**src/rtl/branch_resolve.sv**
```systemverilog
// Branch resolution stage: decodes ALU compare flags into a branch direction,
// computes the corrected next PC and holds the result in a single-entry output register.
module branch_resolve (
  input  logic        clk,
  input  logic        rst_n,
  input  logic        in_valid,
  output logic        in_ready,
  input  logic        flag_z,
  input  logic        flag_n,
  input  logic        flag_v,
  input  logic        sltu_bit,
  input  logic [2:0]  funct3,
  input  logic [31:0] pc,
  input  logic [31:0] imm,
  input  logic        pred_taken,
  input  logic        flush,
  output logic        out_valid,
  input  logic        out_ready,
  output logic        taken,
  output logic        redirect,
  output logic        illegal,
  output logic [31:0] redirect_pc,
  output logic [15:0] branch_cnt,
  output logic [15:0] mispred_cnt
);

  typedef enum logic {EMPTY = 1'b0, FULL = 1'b1} state_e;

  state_e      state_q;
  logic        taken_q;
  logic        redirect_q;
  logic        illegal_q;
  logic [31:0] redirect_pc_q;
  logic [15:0] branch_cnt_q;
  logic [15:0] mispred_cnt_q;

  logic        taken_d;
  logic        illegal_d;
  logic        redirect_d;
  logic [31:0] redirect_pc_d;
  logic        accept_s;
  logic        xfer_s;

  function automatic logic [15:0] sat_inc(input logic [15:0] cnt);
    sat_inc = (cnt == 16'hFFFF) ? cnt : cnt + 16'd1;
  endfunction

  assign out_valid   = (state_q == FULL);
  assign in_ready    = ~out_valid | out_ready;
  assign accept_s    = in_valid & in_ready;
  assign xfer_s      = out_valid & out_ready;

  assign taken       = taken_q;
  assign redirect    = redirect_q;
  assign illegal     = illegal_q;
  assign redirect_pc = redirect_pc_q;
  assign branch_cnt  = branch_cnt_q;
  assign mispred_cnt = mispred_cnt_q;

  // Direction decode from the SUB/SLTU flags; illegal encodings resolve as not-taken.
  always_comb begin
    taken_d   = 1'b0;
    illegal_d = 1'b0;
    case (funct3)
      3'b000:  taken_d = flag_z;
      3'b001:  taken_d = ~flag_z;
      3'b100:  taken_d = flag_n ^ flag_v;
      3'b101:  taken_d = ~(flag_n ^ flag_v);
      3'b110:  taken_d = sltu_bit;
      3'b111:  taken_d = ~sltu_bit;
      default: illegal_d = 1'b1;
    endcase
    if (illegal_d) begin
      redirect_d = 1'b0;
    end else begin
      redirect_d = taken_d ^ pred_taken;
    end
    redirect_pc_d = pc + (taken_d ? imm : 32'd4);
  end

  // Output register state machine and saturating statistics.
  always_ff @(posedge clk or negedge rst_n) begin
    if (!rst_n) begin
      state_q       <= EMPTY;
      taken_q       <= 1'b0;
      redirect_q    <= 1'b0;
      illegal_q     <= 1'b0;
      redirect_pc_q <= 32'd0;
      branch_cnt_q  <= 16'd0;
      mispred_cnt_q <= 16'd0;
    end else if (flush) begin
      state_q <= EMPTY;
    end else begin
      if (xfer_s) begin
        if (!illegal_q) begin
          branch_cnt_q <= sat_inc(branch_cnt_q);
        end
        if (redirect_q) begin
          mispred_cnt_q <= sat_inc(mispred_cnt_q);
        end
      end
      if (accept_s) begin
        state_q       <= FULL;
        taken_q       <= taken_d;
        redirect_q    <= redirect_d;
        illegal_q     <= illegal_d;
        redirect_pc_q <= redirect_pc_d;
      end else if (xfer_s) begin
        state_q <= EMPTY;
      end
    end
  end

endmodule

```
**config.mk**
```make
export PLATFORM = sky130hd
export DESIGN_NAME = branch_resolve
export DESIGN_NICKNAME = d
export VERILOG_FILES = /design/src/rtl/branch_resolve.sv
export SDC_FILE = /design/constraint.sdc
export NUM_CORES = 1
export LEC_CHECK = 0
export ABC_AREA = 1
export ABC_CLOCK_PERIOD_IN_PS = 2200
export CAP_MARGIN = 10
export CORE_ASPECT_RATIO = 1.5
export CORE_MARGIN = 3
export CORE_UTILIZATION = 55
export CTS_BUF_LIST = sky130_fd_sc_hd__clkbuf_8
export CTS_CLUSTER_DIAMETER = 200
export DETAILED_ROUTE_END_ITERATION = 7
export GPL_ROUTABILITY_DRIVEN = 0
export PLACE_DENSITY = 0.93
export SLEW_MARGIN = 20
export SYNTH_ARGS = -nofsm -noshare
export SYNTH_HDL_FRONTEND = slang
export SYNTH_SLANG_ARGS = --single-unit
```
**constraint.sdc**
```tcl
create_clock -name clk -period 2.2 [get_ports clk]
set_input_delay 0.44 -clock clk [delete_from_list [all_inputs] [get_ports clk]]
set_output_delay 0.44 -clock clk [all_outputs]
set_load 0.02 [all_outputs]
```
==> flow_summary_export.csv, run 1 <==
group,metric,value,unit
outcome,status,"stopped before the end",
outcome,lastStage,"global routing",
outcome,toolErrorMsg,"[ERROR GRT-0232] Routing congestion too high. Check the congestion heatmap in the GUI.",
synthesis,synthCells,880,
synthesis,synthXorXnorAreaFrac,0.06552,
synthesis,ys.flop_type,"dfrtp_1",
clock_tree,cts_root_buf,"clkbuf_8",
synthesis,yosysWarnings,0,
synthesis,synth_edf_count,0,
synthesis,synth_top_cell_area_share,0.3031,
synthesis,synth-compound-area-share,0.06017,
synthesis,muxShareOfSynthArea,0,
synthesis,synth_seq_area_share,0.3031,
synthesis,syn_area_per_cell,6.380,um^2
timing,grt_worst_setup_endpoint,"redirect_pc[12]$_DFFE_PN0P_/D",
global_routing,grt_max_degree,50,
synthesis,synth_nets,991,
synthesis,synth_top_cell_by_area,"dfrtp_1",
synthesis,yosysUniqueCellTypes,34,
clock_tree,cts_sinks,68,
floorplanning,io_pins,146,
floorplanning,num_rows,44,
synthesis,synthSimpleGateAreaFrac,0.3833,
synthesis,yosys-top-cells-area,"dfrtp_1 (30%), nand2_1 (21%), inv_1 (9.6%)",
synthesis,syn-cell-area,5614,um^2
global_routing,grt-ovfl-total,19,
clock_tree,htree_levels,3,
synthesis,yosys.cell_count.top_type,"nand2_1",
synthesis,synth_adder_area_share,0.07711,
clock_tree,cts-buffers-inserted,9,
placed_design,hpwl,13120,um
floorplanning,die_w,88.49,um
placed_design,dp.cells,1188,
clock_tree,clock_path_buffers,2,
global_routing,grt_usage,0.7088,
timing,worst_endpoint_kind,"register data pin",
synthesis,synth_top_family_by_area,"simple AND/OR/NAND/NOR gates",
placed_design,placed_area,7735,um^2
clock_tree,cts-hold-fix-buffers,0,
synthesis,synth_common_cells,"nand2_1 (317), inv_1 (144), nor2_1 (116), dfrtp_1 (68), nand3_1 (41)",
placed_design,io_buffers,145,
synthesis,synthArstFlopShare,1.000,
synthesis,ys_ff_latch,68,
floorplanning,initial_core_util,0.5729,
floorplanning,die_h,129.7,um
through the flow:
step           setup slack, ns  setup TNS (ns)
2_1_floorplan          -0.1646          -1.892
4_1_cts                -0.2302          -3.916
3_3_place_gp           -0.9538          -25.81
3_5_place_dp            -1.013          -28.07
what timing repair did:
action | in CTS
endpoints found under the setup margin | 31
setup buffers | 14
hold endpoints to repair | 0
resized for setup | 144
cloned | 2
pin swaps | 71
cell families after synthesis:
kind of cell               after synthesis
AOI/OAI and AO/OA                       59
xor gates and xnor gates                42
adders and majority gates               34
buffers and inverters                  159
DFF                                     68
and+or+nand+nor                        518
layer usage:
metal	overflow	track usage
met5	0	0.1136
met4	10	0.7393
met2	8	0.8775
met3	1	0.5546
met1	0	0.6918
==> run 2: changes to the inputs <==
- CORE_ASPECT_RATIO: 1.5 -> unset
- CORE_UTILIZATION: 55 -> 40
- CTS_BUF_LIST: sky130_fd_sc_hd__clkbuf_8 -> unset
- CTS_CLUSTER_DIAMETER: 200 -> unset
- PLACE_DENSITY: 0.93 -> unset
- PLACE_DENSITY_LB_ADDON: unset -> 0.15
==> flow_summary_export.csv, run 2 <==
group,metric,value,unit
route,ant_nets,0,
floorplanning,die_h,124.5,um
critical_path,cp.required,2.44,ns
critical_path,crit_family,"simple AND/OR/NAND/NOR gates",
route,drc,0,
critical_path,end_kind,"register",
synthesis,yosys.cell_count.top_type,"nand2_1",
synthesis,synth_nets,991,
clock_tree,cts_root_buf,"clkbuf_16",
worst_hold_path,hold_class,"in -> async",
cells_and_area,regArea,1702,um^2
floorplanning,die_area,15490,um^2
synthesis,synth_common_cells,"nand2_1 (317), inv_1 (144), nor2_1 (116), dfrtp_1 (68), nand3_1 (41)",
cells_and_area,fin_cells,1307,
synthesis,ys.flop_type,"dfrtp_1",
critical_path,worst_path_largest_cell_delay,0.25,ns
critical_path,worst_setup_path_start_kind,"input pin",
power_and_ir_drop,comb_power_share,0.511,
route,avgViaCountPerCell,5.052,
timing,min_period_over_period,1.170,
cells_and_area,design_area,9779,um^2
critical_path,crit_top_cell,"nand2_4",
floorplanning,io_pins,146,
synthesis,synthCells,880,
clock_tree,clk_latency,0.33,ns
synthesis,syn-cell-area,5614,um^2
synthesis,yosysUniqueCellTypes,34,
cells_and_area,largest_reg_flops,32,
route,dr_total_vias,6603,
cells_and_area,multi_input_area,4601,um^2
route,wl_met3,1022,um
critical_path,path_cells,"buf_8 > nor2_2 > nand2_1 > nor2_1 > nor2_1 > nand2_2 > clkinv_4 > buf_12 > buf_16 > buf_6 > nor2_4 > ha_4 > nand2_4 > inv_4 > nand2_4 > nand2_4 > a21oi_4 > nand2_4 > buf_6 > xnor2_2 > o21ai_1",
critical_path,cp-startpoint,"funct3[0]",
timing,skew,0.006133,ns
cells_and_area,drive_above_1_share,0.3378,
cells_and_area,post-route-util,0.7241,
power_and_ir_drop,p_sw_frac,0.3925,
timing,worst_pin_slew,0.5160,ns
cells_and_area,mostFrequentLayoutCell,"nand2_1",
timing,setup_viol,27,
floorplanning,num_rows,42,
placed_design,io_buffers,145,
timing,hold_viol,0,
critical_path,worstPathMaxFanout,6,
critical_path,rr_worst_depth,9,
cells_and_area,area_delta_synth_final,74.19,%
critical_path,worst-path-buf-inv,7,
synthesis,synth_top_cell_by_area,"dfrtp_1",
timing,worst_slack,-0.3730,ns
global_routing,grt_pass1_wl,30360,um
floorplanning,die_w,124.5,um
placed_design,dp.cells,1257,
route,top_layer_used,"met4",
route,met2_length,10180,um
route,drt_iter0_drc,454,
synthesis,synth_edf_count,0,
synthesis,ys_ff_latch,68,
timing,max_freq,388.7,MHz
critical_path,reg2reg_slack,0.46,ns
route,met1_length,8065,um
route,wl_per_cell,15.35,um
global_routing,grt_usage,0.2362,
cells_and_area,fin_nets,1237,
cells_and_area,final_cell_mix,"nand2_1 (220), clkdlybuf4s50_1 (137), inv_1 (126), buf_4 (78), dfrtp_1 (68)",
synthesis,synth_top_cell_area_share,0.3031,
power_and_ir_drop,leakage,4.870,nW
critical_path,r2r_start,"mispred_cnt[0]",
synthesis,synthArstFlopShare,1.000,
critical_path,reg2reg_to,"mispred_cnt[6]",
synthesis,yosys-top-cells-area,"dfrtp_1 (30%), nand2_1 (21%), inv_1 (9.6%)",
critical_path,slowest_stage,"ha_4",
cells_and_area,n_fill_cell,1003,
job,drv_cap,0,
global_routing,antenna_found_initial,0,
route,dr.pass1.iters,5,
clock_tree,cts_sinks,68,
clock_tree,cts-buffers-inserted,9,
floorplanning,core-area,13510,um^2
cells_and_area,n_antenna_cell,0,
synthesis,yosysWarnings,0,
timing,period_minus_slack,2.573,ns
clock_tree,cts_tree,"built",
synthesis,synth_seq_area_share,0.3031,
power_and_ir_drop,p_int,0.003941,W
global_routing,grt_pass1_vias,6418,
power_and_ir_drop,seq_power_share,0.273,
route,drt_wl_total,20070,um
synthesis,syn_area_per_cell,6.380,um^2
power_and_ir_drop,powerDensity,663.4,nW/um^2
power_and_ir_drop,power_frac_clock,0.215,
clock_tree,path_clk_slew,0.06,ns
clock_tree,clock_path_buffers,2,
placed_design,hpwl,12670,um
global_routing,grt-ovfl-total,0,
timing,slew_headroom,0.6560,
timing,tns,-5.588,ns
critical_path,crit_type,"in -> reg",
global_routing,grt_max_degree,28,
clock_tree,htree_levels,3,
placed_design,placed_area,7871,um^2
timing,grt_setup_unrepaired,"true",
power_and_ir_drop,irDropWorstVdd,447.1,uV
timing,final_max_slew_viol_count,0,
outcome,status,"finished, violations left",
critical_path,arrival,2.82,ns
power_and_ir_drop,p_switching,0.002546,W
floorplanning,initial_core_util,0.4157,
outcome,violations,"negative setup slack",
run 2: cell counts after synthesis:
No cell type changed its count.
run 2: routing by layer:
| metal | vias to the layer above | track usage |
|---|---|---|
| met2 | 259 | 0.4202 |
| met1 | 3079 | 0.2928 |
| met5 | - | 0 |
| met3 | 71 | 0.02273 |
| met4 | 0 | 0.09478 |
| li1 | 3194 | - |
run 2: kinds of logic after synthesis:
group,after synthesis,synth area share
buf+inv,159,0.1108
xor+xnor,42,0.06552
simple gates,518,0.3833
flops,68,0.3031
compound gates,59,0.06017
fa+ha+maj,34,0.07711
run 2: worst max-delay path by stage:
| stage | endpoint | slack, ns | cells past startpoint |
|---|---|---|---|
| finish | redirect_pc[14] | -0.37 | 21 |
| global route | redirect_pc[14] | -0.50 | 22 |
| CTS | redirect_pc[14] | -0.26 | 22 |
| detailed placement | redirect_pc[28] | -1.09 | 22 |
| global placement | redirect_pc[28] | -1.04 | 22 |
| floorplan | redirect_pc[30] | -0.16 | 21 |
run 2: stage by stage:
stage	setup WS (ns)	hold slack, ns	power [W]
final	-0.3730	0.08046	0.006488
after global routing	-0.5024	0.1061	0.006832
after CTS	-0.2600	0.08495	0.006218
after detailed placement	-1.088	0.4379	0.004363
after global placement	-1.044	0.4433	0.004339
after floorplan	-0.1646	0.1444	0.003151
run 2: timing repair:
| action | in CTS | in global routing |
|---|---|---|
| pin swaps | 107 | 116 |
| setup endpoints to repair | 30 | 29 |
| gates resized for setup | 221 | 135 |
| buffers inserted | 29 | 10 |
| gates cloned | 3 | 0 |
| hold buffers | 0 | 0 |
run 2: power by group through the flow:
| stage | logic, W | clock network, W | registers (W) |
|---|---|---|---|
| 4_1_cts | 0.00303 | 0.00142 | 0.00177 |
| 6_report | 0.00332 | 0.00140 | 0.00177 |
| 2_1_floorplan | 0.00107 | 0 | 0.00208 |
| 5_1_grt | 0.00354 | 0.00147 | 0.00182 |
| 3_5_place_dp | 0.00257 | 0 | 0.00179 |
| 3_3_place_gp | 0.00256 | 0 | 0.00178 |
run 2: cell type report:
cell class | instances | share of cell area
clock buffer | 13 | 0.02764
clock inverter | 3 | 0.002047
inverter | 147 | 0.06026
multi-input combinational | 653 | 0.4704
sequential | 68 | 0.1740
tap | 176 | 0.02252
timing repair buffer | 247 | 0.2431
(Power assumes the default switching activity.)
==> run 3: changes to the inputs <==
- ABC_AREA: 1 -> unset
- ABC_CLOCK_PERIOD_IN_PS: 2200 -> 2650
- CORE_UTILIZATION: 40 -> 47
- clock period: 2.2 -> 2.65 ns (I/O delays scaled with it)
==> flow_summary_export.csv, run 3 <==
group,metric,value,unit
synthesis,yosysUniqueCellTypes,41,
critical_path,rr_worst_depth,9,
timing,setup_viol,25,
route,drt_iter0_drc,312,
cells_and_area,area_delta_synth_final,74.04,%
synthesis,ys_ff_latch,68,
power_and_ir_drop,p_sw_frac,0.3707,
critical_path,reg2reg_to,"branch_cnt[9]",
timing,final_max_slew_viol_count,0,
cells_and_area,mostFrequentLayoutCell,"clkdlybuf4s50_1",
global_routing,antenna_found_initial,0,
clock_tree,path_clk_slew,0.09,ns
timing,worst_slack,-0.8329,ns
critical_path,crit_type,"in -> reg",
power_and_ir_drop,p_int,0.002766,W
timing,min_period_over_period,1.314,
route,drc,0,
synthesis,syn_area_per_cell,8.613,um^2
clock_tree,cts_tree,"built",
cells_and_area,design_area,8020,um^2
critical_path,worst_setup_path_start_kind,"input pin",
synthesis,synth_top_cell_area_share,0.3693,
route,dr.pass1.iters,5,
clock_tree,cts_sinks,68,
clock_tree,htree_levels,3,
global_routing,grt_pass1_wl,23340,um
synthesis,synthCells,535,
floorplanning,num_rows,35,
route,drt_wl_total,17520,um
placed_design,io_buffers,145,
outcome,violations,"negative setup slack",
global_routing,use_met2,0.4505,
synthesis,synth_common_cells,"nand2_1 (84), dfrtp_1 (68), o21ai_0 (46), a21oi_1 (41), xnor2_1 (37)",
cells_and_area,final_cell_mix,"clkdlybuf4s50_1 (137), buf_4 (98), nand2_1 (77), dfrtp_1 (68), xnor2_1 (29)",
synthesis,synth_edf_count,0,
power_and_ir_drop,irDropWorstVdd,374.2,uV
cells_and_area,multi_input_area,3415,um^2
critical_path,worst_path_largest_cell_delay,0.57,ns
floorplanning,io_pins,146,
route,avgViaCountPerCell,5.745,
power_and_ir_drop,leakage,3.535,nW
global_routing,grt_pass1_vias,4945,
power_and_ir_drop,seq_power_share,0.308,
timing,tns,-13.90,ns
synthesis,ys.flop_type,"dfrtp_1",
critical_path,slowest_stage,"or4_4",
route,ant_nets,0,
placed_design,hpwl,10760,um
timing,worst_pin_slew,0.7132,ns
floorplanning,die_h,105.0,um
clock_tree,cts-buffers-inserted,9,
placed_design,dp.cells,880,
route,dr_total_vias,5343,
critical_path,cp.required,2.93,ns
critical_path,worstPathMaxFanout,5,
critical_path,cp-startpoint,"flag_v",
clock_tree,clock_path_buffers,2,
synthesis,synth_nets,646,
timing,grt_setup_unrepaired,"true",
critical_path,arrival,3.76,ns
global_routing,grt_util_met3,0.03891,
cells_and_area,post-route-util,0.8558,
power_and_ir_drop,comb_power_share,0.468,
cells_and_area,n_antenna_cell,0,
global_routing,grt-ovfl-total,0,
global_routing,grt.busiest_layer,"met2",
global_routing,grt_usage,0.2588,
synthesis,yosys-top-cells-area,"dfrtp_1 (37%), ha_1 (9.0%), xnor2_1 (7.0%)",
floorplanning,core-area,9371,um^2
timing,hold_viol,0,
cells_and_area,fin_nets,907,
critical_path,worst-path-buf-inv,1,
cells_and_area,n_fill_cell,499,
floorplanning,die_area,11030,um^2
synthesis,synthArstFlopShare,1.000,
critical_path,reg2reg_slack,0.37,ns
timing,max_freq,287.1,MHz
synthesis,synth_seq_area_share,0.3693,
global_routing,gr-usage-met1,0.3104,
timing,skew,0.01895,ns
critical_path,path_cells,"buf_8 > xnor2_4 > o21ai_2 > xor2_2 > a21oi_4 > nor2b_2 > ha_2 > fa_2 > a211oi_2 > o21a_1 > or4_4 > nand3_4 > a211oi_4 > o41a_1 > or4_1 > nand3_1",
power_and_ir_drop,total_power,0.004396,W
synthesis,synth_top_cell_by_area,"dfrtp_1",
global_routing,grt_max_degree,64,
clock_tree,clk_latency,0.35,ns
job,drv_cap,0,
floorplanning,die_w,105.0,um
synthesis,yosys.cell_count.top_type,"nand2_1",
timing,slew_headroom,0.5245,
cells_and_area,drive_above_1_share,0.2946,
worst_hold_path,hold_class,"in -> async",
power_and_ir_drop,power_frac_clock,0.224,
floorplanning,initial_core_util,0.4917,
critical_path,crit_family,"simple AND/OR/NAND/NOR gates",
cells_and_area,fin_cells,930,
timing,period_minus_slack,3.483,ns
placed_design,placed_area,6959,um^2
route,wl_per_cell,18.84,um
critical_path,end_kind,"register",
critical_path,r2r_start,"branch_cnt[7]",
outcome,status,"finished, violations left",
cells_and_area,regArea,1702,um^2
power_and_ir_drop,p_switching,0.001630,W
power_and_ir_drop,powerDensity,548.1,nW/um^2
synthesis,syn-cell-area,4608,um^2
clock_tree,cts_root_buf,"clkbuf_8",
synthesis,yosysWarnings,0,
cells_and_area,largest_reg_flops,32,
-- run 3: cell count changes after synthesis, sizes merged, moves of 10 or more --
| cell | previous run | this run |
|---|---|---|
| nand2 | 321 | 84 |
| inv | 147 | 8 |
| nor2 | 116 | 29 |
| nor2b | 0 | 35 |
| nand3 | 42 | 19 |
| o21ai | 27 | 46 |
| xnor2 | 19 | 37 |
| a21oi | 25 | 41 |
| clkbuf | 4 | 16 |
| nand3b | 11 | 1 |
-- run 3: layout make-up --
type	instances	area share
Multi-Input combinational cell	443	0.4257
Clock inverter	6	0.01108
Inverter	8	0.003744
Sequential cell	68	0.2122
Timing Repair Buffer	266	0.3112
Clock buffer	10	0.01591
Tap cell	129	0.02012
-- run 3: per-layer routing --
metal / vias to the layer above / routed length (um) / share of wire
met5: - / 0 / 0
met4: 0 / 969 / 0.055
met3: 92 / 1185 / 0.068
met2: 291 / 8611 / 0.49
met1: 2555 / 6754 / 0.39
li1: 2405 / - / -
-- run 3: how the worst max path moves through the flow --
stage	endpoint	slack, ns	depth (start not counted)
3_3_place_gp	redirect_pc[28]	-1.50	16
4_1_cts	redirect_pc[28]	-0.81	16
6_report	redirect_pc[28]	-0.83	16
2_1_floorplan	redirect_pc[28]	-1.04	16
3_5_place_dp	redirect_pc[28]	-1.56	16
5_1_grt	redirect_pc[28]	-0.93	15
-- run 3: repair_timing --
action	in CTS	in global routing
setup endpoints to repair	28	28
gates resized for setup	85	79
pin swaps	49	59
cloned	0	1
hold buffers	0	0
buffers inserted	10	27
-- run 3: logic make-up after synthesis --
kind of cell	synth area share
compound gates	0.1692
xor+xnor	0.1178
fa+ha+maj	0.09395
buf+inv	0.01955
flops	0.3693
mux	0.004887
simple gates	0.2254
-- run 3: metrics by stage --
step | setup WS (ns) | hold slack (ns)
after floorplan | -1.042 | 0.2344
after global placement | -1.499 | 0.4609
after detailed placement | -1.559 | 0.4614
after CTS | -0.8128 | 0.2392
after global routing | -0.9310 | 0.2684
final | -0.8329 | 0.2240
-- run 3: worst register-to-register path, cell delays in order (launching register included) --
cell and delay [ns]:
dfrtp_1 0.43, and3_1 0.25, and4_1 0.23, and2_1 0.18, nand3_1 0.14, o31ai_2 0.48, nor4_1 0.12, buf_4 0.18
nand3_1 0.09, xnor2_1 0.12
-- run 3: power by group through the flow --
| stage | sequential (W) | clock [W] | combinational (W) |
|---|---|---|---|
| finish | 0.00135 | 0.000985 | 0.00206 |
| global route | 0.00138 | 0.00103 | 0.00217 |
| CTS | 0.00134 | 0.000975 | 0.00179 |
| detailed placement | 0.00136 | 0 | 0.00168 |
| global placement | 0.00136 | 0 | 0.00163 |
| floorplan | 0.00155 | 0 | 0.000637 |
